==> src/rtl/fp_mult_pipe.sv <==
// Three-stage pipelined sign/biased-exponent/hidden-1 floating-point multiplier
// with valid/ready flow control, truncate/RNE rounding, saturation and flush-to-zero.
module fp_mult_pipe #(
    parameter int NB_EXP   = 4,
    parameter int NB_MANT  = 5,
    parameter int NB_TOTAL = NB_EXP + NB_MANT + 1
) (
    input  logic                i_clock,
    input  logic                i_reset,
    input  logic                i_valid,
    output logic                o_ready,
    input  logic [NB_TOTAL-1:0] i_a,
    input  logic [NB_TOTAL-1:0] i_b,
    input  logic                i_rnd,
    output logic                o_valid,
    input  logic                i_ready,
    output logic [NB_TOTAL-1:0] o_c,
    output logic                o_ovf,
    output logic                o_unf
);

    localparam int NB_PROD = 2 * NB_MANT + 2;
    localparam int NB_ESUM = NB_EXP + 2;
    localparam logic [NB_ESUM-1:0] BIAS     = NB_ESUM'((1 << (NB_EXP - 1)) - 1);
    localparam logic [NB_ESUM-1:0] EXP_MAX  = NB_ESUM'((1 << NB_EXP) - 1);
    localparam logic [NB_ESUM-1:0] ESUM_ONE = NB_ESUM'(1);

    logic               s1_valid, s1_sign, s1_zero, s1_rnd;
    logic [NB_PROD-1:0] s1_prod;
    logic [NB_ESUM-1:0] s1_esum;

    logic               s2_valid, s2_sign, s2_zero;
    logic [NB_ESUM-1:0] s2_esum;
    logic [NB_MANT-1:0] s2_frac;

    logic s1_load, s2_load, s3_load;

    // Ready chain: a stage may load when empty or when its successor drains it.
    assign s3_load = !o_valid || i_ready;
    assign s2_load = !s2_valid || s3_load;
    assign s1_load = !s1_valid || s2_load;
    assign o_ready = s1_load;

    logic [NB_EXP-1:0]  exp_a, exp_b;
    logic [NB_PROD-1:0] prod_c;
    logic [NB_ESUM-1:0] esum_c;
    logic               zero_c;

    assign exp_a  = i_a[NB_TOTAL-2 -: NB_EXP];
    assign exp_b  = i_b[NB_TOTAL-2 -: NB_EXP];
    assign zero_c = (exp_a == '0) || (exp_b == '0);
    assign prod_c = NB_PROD'({1'b1, i_a[NB_MANT-1:0]}) * NB_PROD'({1'b1, i_b[NB_MANT-1:0]});
    assign esum_c = NB_ESUM'(exp_a) + NB_ESUM'(exp_b) - BIAS;

    logic [NB_PROD-2:0] norm;
    logic [NB_MANT-1:0] frac_t;
    logic               guard_bit, sticky_bit, round_up;
    logic [NB_MANT:0]   frac_sum;
    logic [NB_ESUM-1:0] esum_norm, esum_r;

    // Drop the hidden bit after aligning it to the top; P < 4*2^(2*NB_MANT) so one shift suffices.
    assign norm       = s1_prod[NB_PROD-1] ? s1_prod[NB_PROD-2:0]
                                           : {s1_prod[NB_PROD-3:0], 1'b0};
    assign esum_norm  = s1_esum + NB_ESUM'(s1_prod[NB_PROD-1]);
    assign frac_t     = norm[NB_PROD-2 -: NB_MANT];
    assign guard_bit  = norm[NB_PROD-NB_MANT-2];
    assign sticky_bit = |norm[NB_PROD-NB_MANT-3:0];
    assign round_up   = s1_rnd && guard_bit && (sticky_bit || frac_t[0]);
    assign frac_sum   = {1'b0, frac_t} + (NB_MANT + 1)'(round_up);
    assign esum_r     = esum_norm + NB_ESUM'(frac_sum[NB_MANT]);

    logic [NB_TOTAL-1:0] c_c;
    logic                ovf_c, unf_c;

    always_comb begin
        ovf_c = 1'b0;
        unf_c = 1'b0;
        c_c   = {s2_sign, {(NB_TOTAL-1){1'b0}}};
        if (!s2_zero) begin
            if ($signed(s2_esum) > $signed(EXP_MAX)) begin
                c_c   = {s2_sign, {(NB_TOTAL-1){1'b1}}};
                ovf_c = 1'b1;
            end else if ($signed(s2_esum) < $signed(ESUM_ONE)) begin
                unf_c = 1'b1;
            end else begin
                c_c = {s2_sign, s2_esum[NB_EXP-1:0], s2_frac};
            end
        end
    end

    always_ff @(posedge i_clock) begin
        if (i_reset) begin
            s1_valid <= 1'b0;
            s1_sign  <= 1'b0;
            s1_zero  <= 1'b0;
            s1_rnd   <= 1'b0;
            s1_prod  <= '0;
            s1_esum  <= '0;
            s2_valid <= 1'b0;
            s2_sign  <= 1'b0;
            s2_zero  <= 1'b0;
            s2_esum  <= '0;
            s2_frac  <= '0;
            o_valid  <= 1'b0;
            o_c      <= '0;
            o_ovf    <= 1'b0;
            o_unf    <= 1'b0;
        end else begin
            if (s1_load) begin
                s1_valid <= i_valid;
                s1_sign  <= i_a[NB_TOTAL-1] ^ i_b[NB_TOTAL-1];
                s1_zero  <= zero_c;
                s1_rnd   <= i_rnd;
                s1_prod  <= prod_c;
                s1_esum  <= esum_c;
            end
            if (s2_load) begin
                s2_valid <= s1_valid;
                s2_sign  <= s1_sign;
                s2_zero  <= s1_zero;
                // A round carry-out leaves frac_sum's low bits at zero already.
                s2_frac  <= frac_sum[NB_MANT-1:0];
                s2_esum  <= esum_r;
            end
            if (s3_load) begin
                o_valid <= s2_valid;
                o_c     <= s2_valid ? c_c   : '0;
                o_ovf   <= s2_valid ? ovf_c : 1'b0;
                o_unf   <= s2_valid ? unf_c : 1'b0;
            end
        end
    end

endmodule

==> config.mk <==
export PLATFORM = sky130hd
export DESIGN_NAME = fp_mult_pipe
export DESIGN_NICKNAME = d
export VERILOG_FILES = /design/src/rtl/fp_mult_pipe.sv
export SDC_FILE = /design/constraint.sdc
export NUM_CORES = 1
export LEC_CHECK = 0
export BUFFER_PORTS_ARGS = -buffer_cell sky130_fd_sc_hd__buf_2
export CORE_MARGIN = 8
export CORE_UTILIZATION = 61
export DETAILED_ROUTE_END_ITERATION = 10
export GPL_TIMING_DRIVEN = 0
export PLACE_DENSITY = 0.8
export SLEW_MARGIN = 20
export SYNTH_ARGS = -nofsm -noshare
export SYNTH_HDL_FRONTEND = slang
export SYNTH_SLANG_ARGS = --single-unit
==> constraint.sdc <==
create_clock -name i_clock -period 7.2 [get_ports i_clock]
set_clock_uncertainty 0.1 [all_clocks]
set_input_delay 0.36 -clock i_clock [delete_from_list [all_inputs] [get_ports i_clock]]
set_output_delay 0.36 -clock i_clock [all_outputs]
set_load 0.02 [all_outputs]
==> flow_summary.ini, run 1 <==
[finish]
fin_nets = 517
drive_gt1_share_pct = 13.9
fin_area_um2 = 3710
diodes = 0
area_delta_synth_final_pct = 11.9
fillers = 444
regArea_um2 = 981
multi_input_comb_area_um2 = 2090

[sta]
setup_viol = 0
timing.final.ws_setup_ns = 3.58
slew_violations = 0
finalHoldViolCount = 0
min_period_ns = 3.62
fmax_ghz = 0.276
rsz0062_at_grt = no
post-route-period-util_pct = 50.3
slew_headroom_pct = 58.8
finalSetupTns_ns = 0
worst_pin_slew_ns = 0.618

[worst_hold_path]
min_path_cells = 3
hp-class = in -> reg
min_to = s1_valid
hold_start = i_valid

[synth]
async_flop_share_pct = 0
synth-seq-cells = 49
synthTopCellsByArea = dfxtp_1 30%, fa_1 11%, ha_1 11%
avgSynthCellArea_um2 = 8.30
ys.warnings.count = 0
seq_area_frac_synth_pct = 29.6
synth_nets = 472
synthCells = 400
synth_ff_type = dfxtp_1
yosysUniqueCellTypes = 51
yosysTopAreaCell = dfxtp_1
ys_top_cells_by_count = 65 x nand2_1, 49 x dfxtp_1, 42 x inv_1
synth_edf_count = 0
yosys.cell_count.top_type = nand2_1
synth_area_um2 = 3320
synth_top_area_share_pct = 29.6

[clocking]
cts_setup_buffers = 0
h-tree-depth = 2
clk_latency_ns = 0.30
clkSinkCount = 49
hold_buffers = 0
cts-buffers-inserted = 5
cts_tree = done
cts.repair.resized = 0
root_buffer = clkbuf_8
clockBufferDepth = 2
clk_pin_slew_ns = 0.09

[pwr]
intPower_mw = 0.555
combPwrFrac_pct = 36.9
power.density_nw_per_um2 = 231
clkPwrFrac_pct = 23.0
peakVddDrop_mv = 0.130
p_sw_share_pct = 35.4
p_leak_nw = 1.71
power_frac_seq_pct = 40.1
p_total_mw = 0.859
switching_power_mw = 0.304

[detailed_routing]
antenna_left = 0
drt_iter0_drc = 157
wl_um = 7430
via_count = 2887
drtPass1Iterations = 4
vias_per_cell = 5.57
wl_per_cell_um = 14.3
remaining_drc_errors = 0

[grt]
grt_max_degree = 17
grt_remaining_overflow = 0
grt_pass1_wl_um = 13000
grt_pass1_vias = 2921
grt_use_total_pct = 18.7
antenna_found_initial = 0

[floorplan]
die_x_um = 89.8
row_count = 27
start_util_pct = 61.8
dieArea_um2 = 8060
core_area_um2 = 5370
die_y_um = 89.8
ios = 39

[placed_design]
io_buffer_count = 38
placed_area_um2 = 3600
place_congestion = 0.874
dpl_worst_slack_ns = 3.25
dp_hpwl_um = 5960

[worst_setup_path]
crit_path_max_fanout = 5
r2r-start = s1_prod[11]
max_stage_delay_ns = 0.56
ff2ff_path_depth = 10
path_buf_inv = 4
crit_family = adder cells
rrSetupSlack_ns = 4.87
regToRegEndpoint = s2_esum[4]
cp.arrival_ns = 3.77
end_kind = flop
cp-start-kind = input port
cp_slowest_cell = fa_1
path_cells = buf_2, inv_1, nor2_1, fa_1, inv_1, fa_1, fa_1, inv_1, ha_1, a211o_1, a2111oi_2, or4_1, o2111a_1
cp.required_ns = 7.35
worst-setup-path-type = in -> reg

[run_status]
status = completed

[flow_run]
max-cap-violations = 0
[cells in the final DEF (no fill, tap or decap), types with 5 or more instances in the layout]
cell      synthesis  layout
nand3_1          12      12
clkbuf_8          0       5
buf_2             6      44
a31oi_1           8       8
nand2_1          65      65
nor3_1            7       7
nand4_1           5       5
and2_1           12      12
a211oi_1         14      14
xnor2_1           7       7
o21ai_1           5       5
a21oi_1          30      30
fa_1             19      19
ha_1             28      28
a21o_1            6       6
nor2_1           24      24
dfxtp_1          49      49
inv_1            42      42
clkbuf_1          6       6
[cells by family (layout without fill, tap and decap cells)]
logic type | after synthesis | in the layout | synth area share (%)
simple gates | 150 | 150 | 21.9
fa+ha+maj | 47 | 47 | 22.0
mux | 2 | 2 | 0.641
buf+inv | 61 | 107 | 7.35
flops | 49 | 49 | 29.6
compound gates | 82 | 82 | 16.2
xor+xnor | 9 | 9 | 2.37
[metrics by stage]
stage | util [%] | hold WS (ns) | std cells
2_1_floorplan | - | 0.332 | 400
3_3_place_gp | 67.0 | 0.336 | 510
3_5_place_dp | 67.0 | 0.344 | 510
4_1_cts | 69.2 | 0.166 | 518
5_1_grt | 69.2 | 0.175 | 518
6_report | 69.2 | 0.162 | 518
[routing by layer]
layer	vias up	share of wire [%]	GRT usage, %
met5	-	0	0
met4	0	1.2	6.35
met3	8	4.3	3.33
met2	60	54	35.0
met1	1367	41	20.6
li1	1452	-	-
[cell type report]
type	instances	share of cell area [%]
plain buffers	17	2.12
clock buffers	5	1.85
clock inverters	3	1.25
inverters	44	4.45
multi-input cells	290	56.4
flip-flops and latches	49	26.4
well taps	72	2.43
repair buffers	38	5.12
[worst max-delay path by stage]
stage,slack [ns],startpoint,cells past startpoint,endpoint
finish,3.58,i_a[1],13,s1_prod[11]
global route,3.41,i_a[1],13,s1_prod[11]
CTS,3.57,i_a[1],13,s1_prod[11]
detailed placement,3.25,i_a[1],13,s1_prod[11]
global placement,3.32,i_a[1],13,s1_prod[11]
floorplan,3.63,i_a[1],12,s1_prod[11]
[flip-flops by register name (all words and copies together), names as in the netlist, 5 cells and up]
signal	count
s2_frac	5
s2_esum	6
s1_prod	12
o_c	10
s1_esum	6
[worst register-to-register path, delay by kind of cell, from the launching register on]
kind	cells	cell delay, ns
AOI/OAI and AO/OA	1	0.22
DFF	1	0.42
xor gates and xnor gates	1	0.16
buffers and inverters	2	0.34
and+or+nand+nor	4	0.38
adders and majority gates	2	0.63
[power by group through the flow]
stage | Sequential [mW] | Clock, mW | Combinational, mW
after global routing | 0.349 | 0.210 | 0.361
after CTS | 0.344 | 0.200 | 0.316
after global placement | 0.347 | 0 | 0.301
after detailed placement | 0.349 | 0 | 0.312
after floorplan | 0.342 | 0 | 0.245
final | 0.345 | 0.197 | 0.317
No activity file was read; power rests on OpenSTA's default activity.
==> inputs of run 2 (changes only) <==
CORE_UTILIZATION = 59   (was 61)
PLACE_DENSITY = 0.78   (was 0.8)
clock period = 3.4 ns   (was 7.2 ns; I/O delays follow)
==> flow_summary.ini, run 2 (synthesis results as in run 1) <==
[run_status]
status = completed

[clocking]
cts_setup_buffers = 0
cts_tree = done
root_buffer = clkbuf_8
h-tree-depth = 2
clk_latency_ns = 0.30
clk_pin_slew_ns = 0.08
clockBufferDepth = 2
clkSinkCount = 49
cts-buffers-inserted = 5

[worst_setup_path]
cp-start-kind = input port
path_cells = buf_2, and2_1, fa_1, inv_1, fa_1, fa_1, inv_1, ha_2, a211o_1, a2111oi_4, or4_1, o2111a_1
cp_slowest_cell = fa_1
worst-setup-path-type = in -> reg
end_kind = flop
crit_family = adder cells
cp.arrival_ns = 3.40
path_buf_inv = 3
max_stage_delay_ns = 0.54
cp.required_ns = 3.49
crit_path_max_fanout = 6
path_common_cell = fa_1

[finish]
fin_nets = 518
layout_common_cells = 65 x nand2_1, 49 x dfxtp_1, 44 x buf_2, 40 x inv_1, 29 x a21oi_1
reg_top3 = s1_prod: 12 flops, o_c: 10 flops
final_common_cell = nand2_1
fin_util_pct = 68.3
diodes = 0
drive_gt1_share_pct = 15.0
largest_register_ffs = 12
fillers = 488
fin_area_um2 = 3740
top_register = s1_prod
area_delta_synth_final_pct = 12.6

[detailed_routing]
drt_iter0_drc = 149
drtPass1Iterations = 4
wl_per_cell_um = 13.7
wl_um = 7130
remaining_drc_errors = 0
via_count = 2870
antenna_left = 0
vias_per_cell = 5.53

[placed_design]
io_buffer_count = 38
place_congestion = 0.864
dpl_worst_slack_ns = -0.317
dp_hpwl_um = 5800
placed_area_um2 = 3600

[grt]
grt_max_degree = 15
grt_use_total_pct = 17.7
antenna_found_initial = 0
grt_remaining_overflow = 0
grt_pass1_wl_um = 12600
top_usage_layer = met2
grtUsageMet1_pct = 18.9
grtUsageMet2_pct = 34.2
grt.met3_usage_pct = 3.29
grt_pass1_vias = 2939

[pwr]
p_leak_nw = 1.70
peakVddDrop_mv = 0.219
power.density_nw_per_um2 = 473
p_total_mw = 1.77

[sta]
worst_pin_slew_ns = 0.567
finalSetupTns_ns = 0
slew_headroom_pct = 62.2
timing.final.ws_setup_ns = 0.0942
rsz0062_at_grt = no
fmax_ghz = 0.303
min_period_ns = 3.31
setup_viol = 0
slew_violations = 0
post-route-period-util_pct = 97.2
finalHoldViolCount = 0

[flow_run]
max-cap-violations = 0

[floorplan]
ios = 39
start_util_pct = 60.7
die_y_um = 91.0
dieArea_um2 = 8280
die_x_um = 91.0
core_area_um2 = 5470
row_count = 27

[worst_hold_path]
hp-class = in -> reg
## run 2: where the power goes
part | switching (mW) | internal [mW]
combinational | 0.383 | 0.335
clock | 0.180 | 0.143
sequential | 0.0727 | 0.653
## run 2: cell type report
cell class | count | area [um2] | share of cell area, %
clock inverter | 2 | 10.0 | 0.268
clock buffer | 6 | 72.6 | 1.94
tap | 72 | 90.1 | 2.41
inverter | 44 | 165 | 4.42
buffer | 17 | 78.8 | 2.11
timing repair buffer | 39 | 200 | 5.36
multi-input combinational | 290 | 2140 | 57.2
sequential | 49 | 981 | 26.3
## run 2: stage by stage
stage	hold slack (ns)	cells
floorplan	0.191	400
global placement	0.284	510
CTS	0.0119	519
finish	0.0178	519
global route	0.0199	519
detailed placement	0.290	510
## run 2: path summary, 6_finish.rpt
| path | start | end | slack, ns | cells after the start |
|---|---|---|---|---|
| worst max-delay path | i_a[2] | s1_prod[11] | 0.09 | 12 |
| worst max register to register | s1_prod[11] | s2_esum[4] | 1.15 | 10 |
| worst min register to register | o_unf | o_unf | 0.35 | 2 |
| worst min-delay path | i_rnd | s1_rnd | 0.02 | 3 |
## run 2: metal layers
metal | wire length, um | vias to the layer above
met1 | 3030 | 1355
li1 | - | 1459
met5 | 0 | -
met3 | 266 | 4
met2 | 3760 | 52
met4 | 76 | 0
## run 2: what timing repair did
| action | in CTS | in global routing |
|---|---|---|
| setup endpoints to repair | 1 | 2 |
| pin swaps | 0 | 3 |
| hold endpoints to repair | 1 | 0 |
| hold buffers | 1 | 0 |
| resized for setup | 1 | 6 |
## run 2: tightest hold or removal path, stage by stage
cell and delay, ns:
buf_2 0.10, nand2_1 0.05, a21oi_1 0.06
